`src/rtl/count_sequencer.sv`:
```
// Sequencer between the button pulse conditioner and the up/down counter:
// issues count/clear strobes for single-step and prescaled free-run modes.
module count_sequencer #(
  parameter int unsigned      WIDTH     = 32,
  parameter int unsigned      TICK_DIV  = 100000000,
  parameter logic [WIDTH-1:0] MAX_COUNT = {WIDTH{1'b1}},
  parameter bit               WRAP      = 1'b1
) (
  input  logic             clk,
  input  logic             rst,
  input  logic             step_p,
  input  logic             run_p,
  input  logic             clr_p,
  input  logic             uphdnl,
  input  logic [WIDTH-1:0] q,
  output logic             cnt_en,
  output logic             cnt_up,
  output logic             cnt_clr,
  output logic [1:0]       mode,
  output logic             tc
);

  localparam int unsigned   PW     = $clog2(TICK_DIV);
  localparam logic [PW-1:0] RELOAD = PW'(TICK_DIV - 1);
  localparam logic [PW-1:0] ONE    = PW'(1);
  localparam logic [PW-1:0] ZERO   = {PW{1'b0}};

  typedef enum logic [1:0] {
    ST_IDLE = 2'b00,
    ST_RUN  = 2'b01,
    ST_HALT = 2'b10
  } state_e;

  state_e        state_q;
  logic [PW-1:0] presc_q;
  logic          cnt_en_q;
  logic          cnt_clr_q;
  logic          cnt_up_q;
  logic          tc_q;
  logic          term_s;
  logic          suppress_s;

  // Terminal value depends on the direction already presented to the counter.
  always_comb begin
    term_s = 1'b0;
    if (cnt_up_q) begin
      term_s = (q == MAX_COUNT);
    end else begin
      term_s = (q == {WIDTH{1'b0}});
    end
    suppress_s = !WRAP && term_s;
  end

  // Command decode, prescaler and registered strobes.
  always_ff @(posedge clk or negedge rst) begin
    if (!rst) begin
      state_q   <= ST_IDLE;
      presc_q   <= RELOAD;
      cnt_en_q  <= 1'b0;
      cnt_clr_q <= 1'b0;
      cnt_up_q  <= 1'b1;
      tc_q      <= 1'b0;
    end else begin
      cnt_up_q  <= uphdnl;
      tc_q      <= term_s;
      cnt_en_q  <= 1'b0;
      cnt_clr_q <= 1'b0;
      if (clr_p) begin
        cnt_clr_q <= 1'b1;
        state_q   <= ST_IDLE;
        presc_q   <= RELOAD;
      end else begin
        case (state_q)
          ST_IDLE: begin
            if (run_p) begin
              state_q <= ST_RUN;
              presc_q <= RELOAD;
            end else if (step_p) begin
              cnt_en_q <= !suppress_s;
            end
          end
          ST_RUN: begin
            if (run_p) begin
              state_q <= ST_IDLE;
              presc_q <= RELOAD;
            end else if (presc_q == ZERO) begin
              presc_q <= RELOAD;
              if (suppress_s) begin
                state_q <= ST_HALT;
              end else begin
                cnt_en_q <= 1'b1;
              end
            end else begin
              presc_q <= presc_q - ONE;
            end
          end
          ST_HALT: begin
            // Leaving terminal (direction reversed) resumes free-run.
            if (run_p) begin
              state_q <= ST_IDLE;
              presc_q <= RELOAD;
            end else if (!term_s) begin
              state_q <= ST_RUN;
              presc_q <= RELOAD;
            end
          end
          default: begin
            state_q <= ST_IDLE;
            presc_q <= RELOAD;
          end
        endcase
      end
    end
  end

  assign cnt_en  = cnt_en_q;
  assign cnt_clr = cnt_clr_q;
  assign cnt_up  = cnt_up_q;
  assign tc      = tc_q;
  assign mode    = state_q;

endmodule

```
`config.mk`:
```
export PLATFORM = sky130hd
export DESIGN_NAME = count_sequencer
export DESIGN_NICKNAME = d
export VERILOG_FILES = /design/src/rtl/count_sequencer.sv
export SDC_FILE = /design/constraint.sdc
export NUM_CORES = 1
export LEC_CHECK = 0
export BUFFER_PORTS_ARGS = -buffer_cell sky130_fd_sc_hd__buf_2
export CELL_PAD_IN_SITES_DETAIL_PLACEMENT = 0
export CELL_PAD_IN_SITES_GLOBAL_PLACEMENT = 1
export CORE_ASPECT_RATIO = 1.2
export CORE_MARGIN = 1.5
export CORE_UTILIZATION = 36
export CTS_CLUSTER_DIAMETER = 60
export DETAILED_ROUTE_END_ITERATION = 8
export PLACE_DENSITY = 0.72
export SYNTH_ARGS = -nofsm -noshare
export SYNTH_HDL_FRONTEND = slang
export SYNTH_SLANG_ARGS = --single-unit
```
`constraint.sdc`:
```
create_clock -name clk -period 2.1 [get_ports clk]
set_input_delay 0.42 -clock clk [delete_from_list [all_inputs] [get_ports clk]]
set_output_delay 0.42 -clock clk [all_outputs]
set_load 0.03 [all_outputs]
```
## Word-level counts from Yosys, hierarchy flattened

Cells that the tools add are included.

| storage, ports and cells | value |
|---|---|
| register bits | 33 |
| input port bits | 38 |
| output and inout port bits | 6 |
| logic and storage cells | 39 |

| operators by class | value |
|---|---|
| add/subtract/negate cells | 1 |
| muxes and demuxes | 21 |
| reductions and logical operators | 5 |
| equal/unequal tests | 6 |

Operators with widths:

| cell | count |
|---|---|
| 27-bit 2-to-1 mux | 6 |
| 27-bit case mux with 3 select lines | 1 |
| 32-bit == test (second input constant) | 1 |
| 32-bit zero test | 1 |
| 27-bit zero test | 1 |
| 27-bit by 1-bit subtractor with 27-bit output (second input constant) | 1 |
| 2-bit 2-to-1 mux | 5 |
| 1-bit 2-to-1 mux | 7 |
| 3-bit != test (second input constant) | 2 |
| 2-bit case mux with 3 select lines | 1 |
| 4-bit != test (second input constant) | 1 |
| 3-bit AND reduction | 1 |
| 2-bit by 1-bit == test with 1-bit output (second input constant) | 1 |
| 2-bit == test (second input constant) | 1 |
| 2-bit zero test | 1 |
| 1-bit case mux with 2 select lines | 1 |
| 2-bit AND reduction | 1 |

## Longest topological paths before layout

Gate-level depths: netlist of the first run.

| depth | value |
|---|---|
| word-level depth | 6 |
| mapped depth | 8 |
| gate-level depth less buffers | 7 |

## Worst setup path after synthesis of the first run

No wires, ideal clock.

| timing | value |
|---|---|
| kind | register to register |
| from | reg presc_q[7] |
| to | reg presc_q[24] |
| arrival | 2.022 ns |
| data required time | 2.011 ns |
| setup slack | -0.011 ns |
| stages on the path, launching flop included | 8 |
| clock period less this slack | 2.111 ns |
| path buffers | 2 |
| library setup time | 0.089 ns |
| cell sequence | dfstp_2 > or4_1 > buf_2 > or4_4 > buf_6 > nor4_4 > and3_1 > o21ai_1 |

| on the way | value |
|---|---|
| word-level cells in the longest chain between the ends | 5 |
| elaborated cells on any way between the ends | 6 |
| those cells by class | add/sub: 1; mux: 4; reduce/logical: 1 |

Ends and longest elaborated chain:

| item | RTL line | source |
|---|---|---|
| start, declared | 35 | `logic [PW-1:0] presc_q;` |
| start signal, assigned | 94 | `presc_q <= presc_q - ONE;` |
| 27-bit by 1-bit subtractor with 27-bit output / 27-bit zero test (equally long branches) | 94, 86 |  |
| 27-bit 2-to-1 mux * | 86 | `end else if (presc_q == ZERO) begin` |
| 27-bit 2-to-1 mux * | 83 | `if (run_p) begin` |
| 27-bit case mux with 3 select lines * | 73 | `case (state_q)` |
| 27-bit 2-to-1 mux * | 68 | `if (clr_p) begin` |

Every way passes the cells marked *; elsewhere a longest branch is shown, timed or not.
A chain may end at the register's enable or synchronous reset.

## Worst setup path in the final report of the first run

Same ends and word-level chain as after synthesis.

==> flow_summary.ini, run 1 <==
[outcome]
status = complete, no violations

[place]
dp.final_hpwl_mm = 3.76
dp_cells = 334
place_area_mm2 = 0.00239
pre_cts_ws_ps = -34.5
port_buffers = 42
gp_congestion = 0.778

[synth]
syn-cell-area_mm2 = 0.00191
yosysSeqAreaShare_pct = 43.2
yosys.cell_types.count = 44
synth_top_area_share_pct = 27.5
syn_inst = 210
synth-warning-count = 0
ys_top_cells_by_area = dfstp_2, dfrtp_1, nor4_1
synth-edff-count = 0
ys_seq_elements = 32
synth_top_cell_by_area = dfstp_2
async_reset_ff_share_pct = 100
ys.flop_type = dfstp_2
syn_area_per_cell_um2 = 9.10
syn_nets = 250

[floorplanning]
ios = 44
die_area_mm2 = 0.00575
chipHeight_um = 82.8
rows = 28
initial_core_util_pct = 38.1
die_w_um = 69.5
core-area_mm2 = 0.00501

[critical_path]
crit_chain = or4_4, or4_4, nor4_4, and3_1, o21ai_1
worst_setup_path_end_kind = flip-flop
cp_num_buf_inv = 0
cp_top_family = simple AND/OR/NAND/NOR gates
crit_fanout = 5
required_ps = 2310
critPathMaxStageDelay_ps = 580
critPathMostFrequentCell = or4_4
start_kind = flip-flop
worstPathArrival_ps = 2280
critPathKind = flip-flop to flip-flop
slowest_stage = or4_4

[timing]
setup_violations = 0
hold_viol = 0
rsz0062_at_grt = yes
setup_slack_ps = 37.8
finClkSkew_ps = 2.78
fmax_ghz = 0.485
whs_ps = 172
fin_crit_ps = 2060
tightest_slew_ps = 690
slew_headroom_pct = 54.0
drv_slew = 0
period_share_pct = 98.2

[finish]
fin_util_pct = 50.9
final_nets = 322
final_common_cell = buf_2
final_cell_mix = buf_2, buf_4, nand2_1, nor4_1, dfstp_2
antenna_cells = 0
stdcell_area_mm2 = 0.00255
syn_to_final_growth_pct = 33.5
drive_gt1_share_pct = 43.8
final_cells = 343

[clocking]
cts_root_buffer = clkbuf_8
cts_made_buffers = 5
clk_latency_ps = 280
cts_tree = yes
cts.clk_slew.worst_paths_ps = 70
numClockSinks = 32
cts_hold_buf = 0
h-tree-depth = 2
cts_buffer_depth = 2

[global_routing]
gr-total-overflow = 0
antenna_found_initial = 0
grt_pass1_wl_mm = 8.59
grt_max_degree = 33
track_usage_pct = 18.5
first_global_vias = 1893

[power]
seqPwrFrac_pct = 49.9
sw_frac_of_total_pct = 25.8
p_per_area_mw_per_mm2 = 496
ir_worst_vdd_mv = 0.259
p_comb_share_pct = 10.9
p_sw_uw = 326
p_int_uw = 939
p_leak_uw = 0.00103
pwr-share-clk_pct = 39.2

[job]
drv_cap = 0

[detailed_routing]
num_vias = 1894
antenna_left = 0
vias_per_cell = 5.52
wl_per_cell_um = 14.8
wl_mm = 5.09
firstDrtPassIters = 4
drc = 0
drt_iter0_markers = 104

[worst_hold_path]
hp-class = input pin to async pin
[cell families after synthesis]
family / count (synthesis) / synth area share, %
and+or+nand+nor: 116 / 35.6
AOI/OAI and AO/OA: 32 / 10.3
DFF: 32 / 43.2
buffers and inverters: 15 / 3.73
xor gates and xnor gates: 11 / 5.04
adders and majority gates: 2 / 1.31
other: 1 / 0.196
muxes: 1 / 0.524
[worst register-to-register path, cell delays in order, from the launching register on]
cell	delay [ps]
dfstp_2	370
or4_4	570
or4_4	580
nor4_4	220
and3_1	200
o21ai_1	50
[cells in the mapped netlist (all sizes together), types with 4 or more instances]
cell	number
and3	4
nand2	25
inv	4
or3	7
a21oi	10
o21ai	10
xnor2	9
nand3	6
dfrtp	12
nor4	26
dfstp	20
clkbuf	6
nand4	8
nor2	16
or4	5
buf	5
nor3	7
[state kept, by name (all words and copies together), names as in the netlist]
register / flops
cnt_up: 1
presc_q: 27
cnt_en: 1
cnt_clr: 1
tc: 1
mode: 1
[final cells by class]
| class | count | area, um2 |
|---|---|---|
| timing repair buffer | 76 | 465 |
| clock buffer | 6 | 82.6 |
| multi-input combinational | 163 | 1080 |
| tap | 60 | 75.1 |
| clock inverter | 2 | 10.0 |
| sequential | 32 | 826 |
| inverter | 4 | 15.0 |
| fill | 476 | 2460 |
[power by group through the flow]
stage	sequential, uW	clock (uW)	combinational [uW]
finish	631	496	138
global route	632	534	154
CTS	631	510	139
detailed placement	641	0	139
global placement	641	0	138
floorplan	649	0	48.7
[repair_timing]
item,4_1_cts,5_1_grt
endpoints found under the setup margin,5,19
gates resized for setup,3,10
pin swaps,0,2
setup buffers,0,1
[final timing paths]
path | startpoint | to | slack, ps | cells after the start
max reg2reg | presc_q[7]$_DFFE_PN1P_ | presc_q[24]$_DFFE_PN1P_ | 40 | 5
min in group clk | uphdnl | cnt_up$_DFF_PN1_ | 230 | 1
min | rst | presc_q[11]$_DFFE_PN0P_ | 170 | 1
max in group asynchronous | rst | tc$_DFF_PN0_ | 1480 | 1
min reg2reg | presc_q[6]$_DFFE_PN1P_ | presc_q[6]$_DFFE_PN1P_ | 550 | 2
max | presc_q[7]$_DFFE_PN1P_ | presc_q[24]$_DFFE_PN1P_ | 40 | 5
[metal layers]
| metal | track usage [%] | routed length [um] | vias to the layer above |
|---|---|---|---|
| met2 | 33.3 | 2610 | 79 |
| met1 | 21.8 | 2110 | 872 |
| li1 | - | - | 936 |
| met3 | 2.67 | 282 | 7 |
| met4 | 7.49 | 91 | 0 |
| met5 | 0 | 0 | - |
[through the flow]
stage,total power (uW),setup TNS [ps]
after floorplan,697,-11.4
after global placement,779,-46.8
after detailed placement,780,-75.4
after CTS,1280,0
after global routing,1320,-255
final,1270,0
(Power assumes the default switching activity.)
==> run 2, diff against run 1 <==
--- a/config.mk
+++ b/config.mk
@@ -7,13 +7,14 @@
 export LEC_CHECK = 0
 export BUFFER_PORTS_ARGS = -buffer_cell sky130_fd_sc_hd__buf_2
 export CELL_PAD_IN_SITES_DETAIL_PLACEMENT = 0
-export CELL_PAD_IN_SITES_GLOBAL_PLACEMENT = 1
+export CELL_PAD_IN_SITES_GLOBAL_PLACEMENT = 2
 export CORE_ASPECT_RATIO = 1.2
 export CORE_MARGIN = 1.5
-export CORE_UTILIZATION = 36
+export CORE_UTILIZATION = 29
 export CTS_CLUSTER_DIAMETER = 60
 export DETAILED_ROUTE_END_ITERATION = 8
-export PLACE_DENSITY = 0.72
+export PLACE_DENSITY = 0.73
+export SKIP_LAST_GASP = 1
 export SYNTH_ARGS = -nofsm -noshare
 export SYNTH_HDL_FRONTEND = slang
 export SYNTH_SLANG_ARGS = --single-unit
==> run 2 against run 1 <==
  * Largest power group unchanged
  * Cell count rose by 8.7%
  * Sequential power barely moved
  * Non-clock buffer count rose by 5
  * Die area rose by 23%
  * Via count fell by 0.11%
  * Sequential share of layout area fell by 1.0 points
  * Worst hold slack improved by 18 ps
  * Critical endpoint unchanged
  * Worst setup slack got worse by 4.7 ps
  * Wire length rose by 3.5%
  * Register-to-register slack barely moved
  * Largest cell class unchanged
==> flow_summary.ini, run 2 (synthesis results as in run 1) <==
[finish]
antenna_cells = 0
final_common_cell = buf_2
drive_gt1_share_pct = 45.1
final_nets = 327
n_fill_cell = 662
syn_to_final_growth_pct = 37.9
fin_util_pct = 41.1
largest_reg_flops = 27
largest_register = presc_q
final_cell_mix = buf_2, buf_4, nand2_1, nor4_1, dfstp_2

[timing]
fin_crit_ps = 2070
setup_slack_ps = 33.1
period_share_pct = 98.4
drv_slew = 0
fmax_ghz = 0.484
slew_headroom_pct = 50.5
hold_viol = 0
setup_tns_ps = 0
tightest_slew_ps = 743
rsz0062_at_grt = yes
finClkSkew_ps = 8.36
setup_violations = 0

[power]
ir_worst_vdd_mv = 0.182
p_per_area_mw_per_mm2 = 473
p_leak_uw = 0.00104
p_total_uw = 1250

[detailed_routing]
num_vias = 1892
firstDrtPassIters = 4
wl_per_cell_um = 14.1
vias_per_cell = 5.07
drc = 0
wl_mm = 5.27
antenna_left = 0
drt_iter0_markers = 116

[clocking]
cts_buffer_depth = 2
cts_made_buffers = 5
cts.clk_slew.worst_paths_ps = 70
numClockSinks = 32
cts_tree = yes
cts_root_buffer = clkbuf_8
cts_hold_buf = 0
h-tree-depth = 2
clk_latency_ps = 290

[global_routing]
grt_pass1_wl_mm = 8.94
track_usage_pct = 16.0
antenna_found_initial = 0
first_global_vias = 1855
grt_max_degree = 33
gr-total-overflow = 0

[place]
pre_cts_ws_ps = -40.0
port_buffers = 42
dp.final_hpwl_mm = 3.91
gp_congestion = 0.814

[floorplanning]
chipHeight_um = 91.9
ios = 44
die_area_mm2 = 0.00709
initial_core_util_pct = 29.8
core-area_mm2 = 0.00641
die_w_um = 77.1
rows = 32

[job]
drv_cap = 0

[worst_hold_path]
hp-class = input pin to async pin

[critical_path]
critPathKind = flip-flop to flip-flop
worstPathArrival_ps = 2290
start_kind = flip-flop
worst_setup_path_end_kind = flip-flop
required_ps = 2320
crit_fanout = 6

[outcome]
status = complete, no violations
-- run 2: critical path, stage by stage (launching register included) --
cell     delay [ps]
dfstp_2         370
or4_4           550
or4_4           610
nor4_4          220
and3_1          190
o21ai_1          50
-- run 2: power breakdown --
group / switching (uW) / internal [uW] / leakage [uW]
combinational: 90.7 / 59.0 / 0.000623
clock: 233 / 233 / 0.0000422
sequential: 4.57 / 626 / 0.000374
total: 329 / 917 / 0.00104
-- run 2: cell type report --
cell class              count  area, um2  area share (%)
clock inverters             1       5.00           0.190
multi-input cells         163       1070            40.8
flip-flops and latches     32        826            31.3
repair buffers             81        532            20.2
clock buffers               7       76.3            2.90
well taps                  85        106            4.04
inverters                   4       15.0           0.570
-- run 2: per-layer routing --
| metal | vias to the layer above | GRT usage [%] | share of wire (%) |
|---|---|---|---|
| li1 | 942 | - | - |
| met1 | 888 | 20.0 | 44 |
| met2 | 56 | 27.4 | 50 |
| met3 | 6 | 2.99 | 4.2 |
| met4 | 0 | 6.21 | 1.4 |
| met5 | - | 0 | 0 |
-- run 2: metrics by stage --
stage | instance area (um2) | hold slack, ps | std cells
after floorplan | 1910 | 124 | 210
after global placement | 2470 | 505 | 363
after detailed placement | 2470 | 528 | 363
after CTS | 2560 | 219 | 371
after global routing | 2640 | 218 | 373
final | 2640 | 190 | 373
-- run 2: path summary, 6_finish.rpt --
kind,to,from,cells past startpoint,slack (ps)
min in group clk,cnt_up$_DFF_PN1_,uphdnl,1,230
worst min register to register,presc_q[17]$_DFFE_PN0P_,presc_q[17]$_DFFE_PN0P_,2,540
max in group asynchronous,tc$_DFF_PN0_,rst,1,1430
worst max-delay path,presc_q[24]$_DFFE_PN1P_,presc_q[7]$_DFFE_PN1P_,5,30
worst min-delay path,mode[0]$_DFFE_PN0P_,rst,1,190
worst max register to register,presc_q[24]$_DFFE_PN1P_,presc_q[7]$_DFFE_PN1P_,5,30
-- run 2: what timing repair did --
| item | 4_1_cts | 5_1_grt |
|---|---|---|
| resized for setup | 2 | 14 |
| cloned | 0 | 0 |
| pin swaps | 1 | 5 |
| setup endpoints to repair | 5 | 23 |
| buffers inserted | 0 | 2 |
==> run 3, diff against run 2 <==
==> config.mk (replaced) <==
export PLATFORM = sky130hd
export DESIGN_NAME = count_sequencer
export DESIGN_NICKNAME = d
export VERILOG_FILES = /design/src/rtl/count_sequencer.sv
export SDC_FILE = /design/constraint.sdc
export NUM_CORES = 1
export LEC_CHECK = 0
export CELL_PAD_IN_SITES_DETAIL_PLACEMENT = 0
export CELL_PAD_IN_SITES_GLOBAL_PLACEMENT = 2
export CORE_ASPECT_RATIO = 1.2
export CORE_MARGIN = 1.5
export CORE_UTILIZATION = 35
export CTS_BUF_LIST = sky130_fd_sc_hd__clkbuf_4 sky130_fd_sc_hd__clkbuf_8
export CTS_CLUSTER_DIAMETER = 60
export DETAILED_ROUTE_END_ITERATION = 8
export DONT_BUFFER_PORTS = 1
export PLACE_DENSITY = 0.74
export SETUP_SLACK_MARGIN = 0.1
export SKIP_LAST_GASP = 1
export SYNTH_ARGS = -nofsm -noshare
export SYNTH_HDL_FRONTEND = slang
export SYNTH_SLANG_ARGS = --single-unit
==> run 3 against run 2 <==
  * Die area is 17% lower
  * Clock power is 10% higher
  * The flow now finishes with violations (negative setup slack)
  * Power is 0.84% higher
  * Wire length is 3.0% higher
  * Critical path type unchanged
  * Sequential power is 0.8% higher
  * First-iteration DRC count is 52% lower
  * Sequential share of layout area is 1.7 points higher
  * Highest routed layer unchanged
  * Critical path depth stayed put
  * Count of clock-buffer cells in the layout is 1 higher
  * Register-to-register slack worse by 50 ps
==> flow_summary.ini, run 3 (synthesis results as in run 1) <==
[outcome]
status = complete, but fails checks
violations = negative setup slack

[global_routing]
antenna_found_initial = 0
grt_pass1_wl_mm = 8.89
track_usage_pct = 19.0
first_global_vias = 1948
gr-total-overflow = 0
grt_max_degree = 33

[floorplanning]
initial_core_util_pct = 36.3
chipHeight_um = 83.9
die_area_mm2 = 0.00591
die_w_um = 70.4
core-area_mm2 = 0.00526
rows = 29
ios = 44

[timing]
finClkSkew_ps = 4.04
fmax_ghz = 0.473
period_share_pct = 101
setup_slack_ps = -16.1
fin_crit_ps = 2120
slew_headroom_pct = 57.4
drv_slew = 0
setup_violations = 1
hold_viol = 0
rsz0062_at_grt = yes
tightest_slew_ps = 634

[clocking]
h-tree-depth = 2
clk_latency_ps = 280
cts_root_buffer = clkbuf_8
numClockSinks = 32
cts_made_buffers = 5
cts_buffer_depth = 2
cts_tree = yes
cts.clk_slew.worst_paths_ps = 60

[place]
port_buffers = 0
dp.final_hpwl_mm = 3.87
pre_cts_ws_ps = -142
gp_congestion = 0.882

[finish]
largest_register = presc_q
drive_gt1_share_pct = 40.6
final_cell_mix = buf_4, nand2_1, nor4_1, dfstp_2, nor2_1
seq_area_um2 = 826
final_nets = 288
n_fill_cell = 487
final_common_cell = buf_4
multi_input_comb_area_mm2 = 0.00114
syn_to_final_growth_pct = 30.8
largest_reg_flops = 27
antenna_cells = 0

[power]
p_total_uw = 1260
sw_frac_of_total_pct = 24.2
p_int_uw = 953
p_sw_uw = 304
ir_worst_vdd_mv = 0.279
seqPwrFrac_pct = 50.6
p_leak_uw = 0.000891
pwr-share-clk_pct = 40.9
p_per_area_mw_per_mm2 = 503
p_comb_share_pct = 8.5

[critical_path]
start_kind = flip-flop
crit_chain = or4_4, or4_4, nor4_4, and3_1, o21ai_1
cp_num_buf_inv = 0
slowest_stage = or4_4
critPathKind = flip-flop to flip-flop
cp_top_family = simple AND/OR/NAND/NOR gates
crit_fanout = 6
worst_setup_path_end_kind = flip-flop
required_ps = 2290
worstPathArrival_ps = 2310
critPathMostFrequentCell = or4_4
critPathMaxStageDelay_ps = 620

[detailed_routing]
drt_iter0_markers = 56
antenna_left = 0
drc = 0
firstDrtPassIters = 4
wl_per_cell_um = 17.4
wl_mm = 5.43
vias_per_cell = 5.84
num_vias = 1816

[worst_hold_path]
hp-class = input pin to flip-flop

[job]
drv_cap = 0
[run 3: power by group through the flow]
stage / logic, uW / clock network (uW) / registers [uW]
2_1_floorplan: 48.7 / 0 / 649
3_3_place_gp: 81.3 / 0 / 645
3_5_place_dp: 81.7 / 0 / 645
4_1_cts: 107 / 535 / 635
5_1_grt: 115 / 566 / 635
6_report: 107 / 514 / 635
[run 3: path summary, 6_finish.rpt]
kind	slack, ps	end	startpoint	cells past startpoint
setup / recovery	-20	presc_q[24]$_DFFE_PN1P_	presc_q[7]$_DFFE_PN1P_	5
hold / removal	130	cnt_up$_DFF_PN1_	uphdnl	0
setup reg to reg	-20	presc_q[24]$_DFFE_PN1P_	presc_q[7]$_DFFE_PN1P_	5
hold reg to reg	540	presc_q[17]$_DFFE_PN0P_	presc_q[17]$_DFFE_PN0P_	2
max in group asynchronous	1270	presc_q[5]$_DFFE_PN1P_	rst	2
min in group asynchronous	580	presc_q[17]$_DFFE_PN0P_	rst	2
[run 3: cell type report]
| type | count | area share, % |
|---|---|---|
| Clock buffer | 8 | 3.91 |
| Inverter | 4 | 0.601 |
| Multi-Input combinational cell | 163 | 45.7 |
| Sequential cell | 32 | 33.0 |
| Tap cell | 62 | 3.10 |
| Timing Repair Buffer | 42 | 13.7 |
[run 3: metrics by stage]
stage | setup TNS [ps] | instance area [um2] | hold slack, ps | cells | util (%)
after detailed placement | -1760 | 2160 | 125 | 291 | 41.0
after CTS | -16.5 | 2450 | 121 | 310 | 46.5
after floorplan | -11.4 | 1920 | 124 | 210 | -
after global routing | -272 | 2500 | 108 | 311 | 47.5
final | -16.1 | 2500 | 129 | 311 | 47.5
after global placement | -397 | 2160 | 125 | 291 | 41.0
[run 3: metal layers]
layer  wire length [um]  share of wire [%]  global-route usage [%]  vias up
li1                   -                  -                       -      857
met1               2250                 42                    21.3      891
met2               2820                 52                    34.5       60
met3                267                4.9                    4.23        8
met4                 87                1.6                    7.17        0
met5                  0                  0                       0        -
[run 3: worst reg2reg max path, delay by kind of cell, from the launching register on]
kind	cells	cell delay, ps
AND/OR/NAND/NOR	4	1610
AO/OA/AOI/OAI	1	60
flip-flops	1	370
[run 3: repair_timing]
| item | 4_1_cts | 5_1_grt |
|---|---|---|
| hold buffers | 2 | 0 |
| setup buffers | 8 | 2 |
| gates cloned | 1 | 0 |
| hold endpoints to repair | 32 | 0 |
| resized for setup | 22 | 10 |
| setup endpoints to repair | 25 | 21 |
| pin swaps | 7 | 10 |
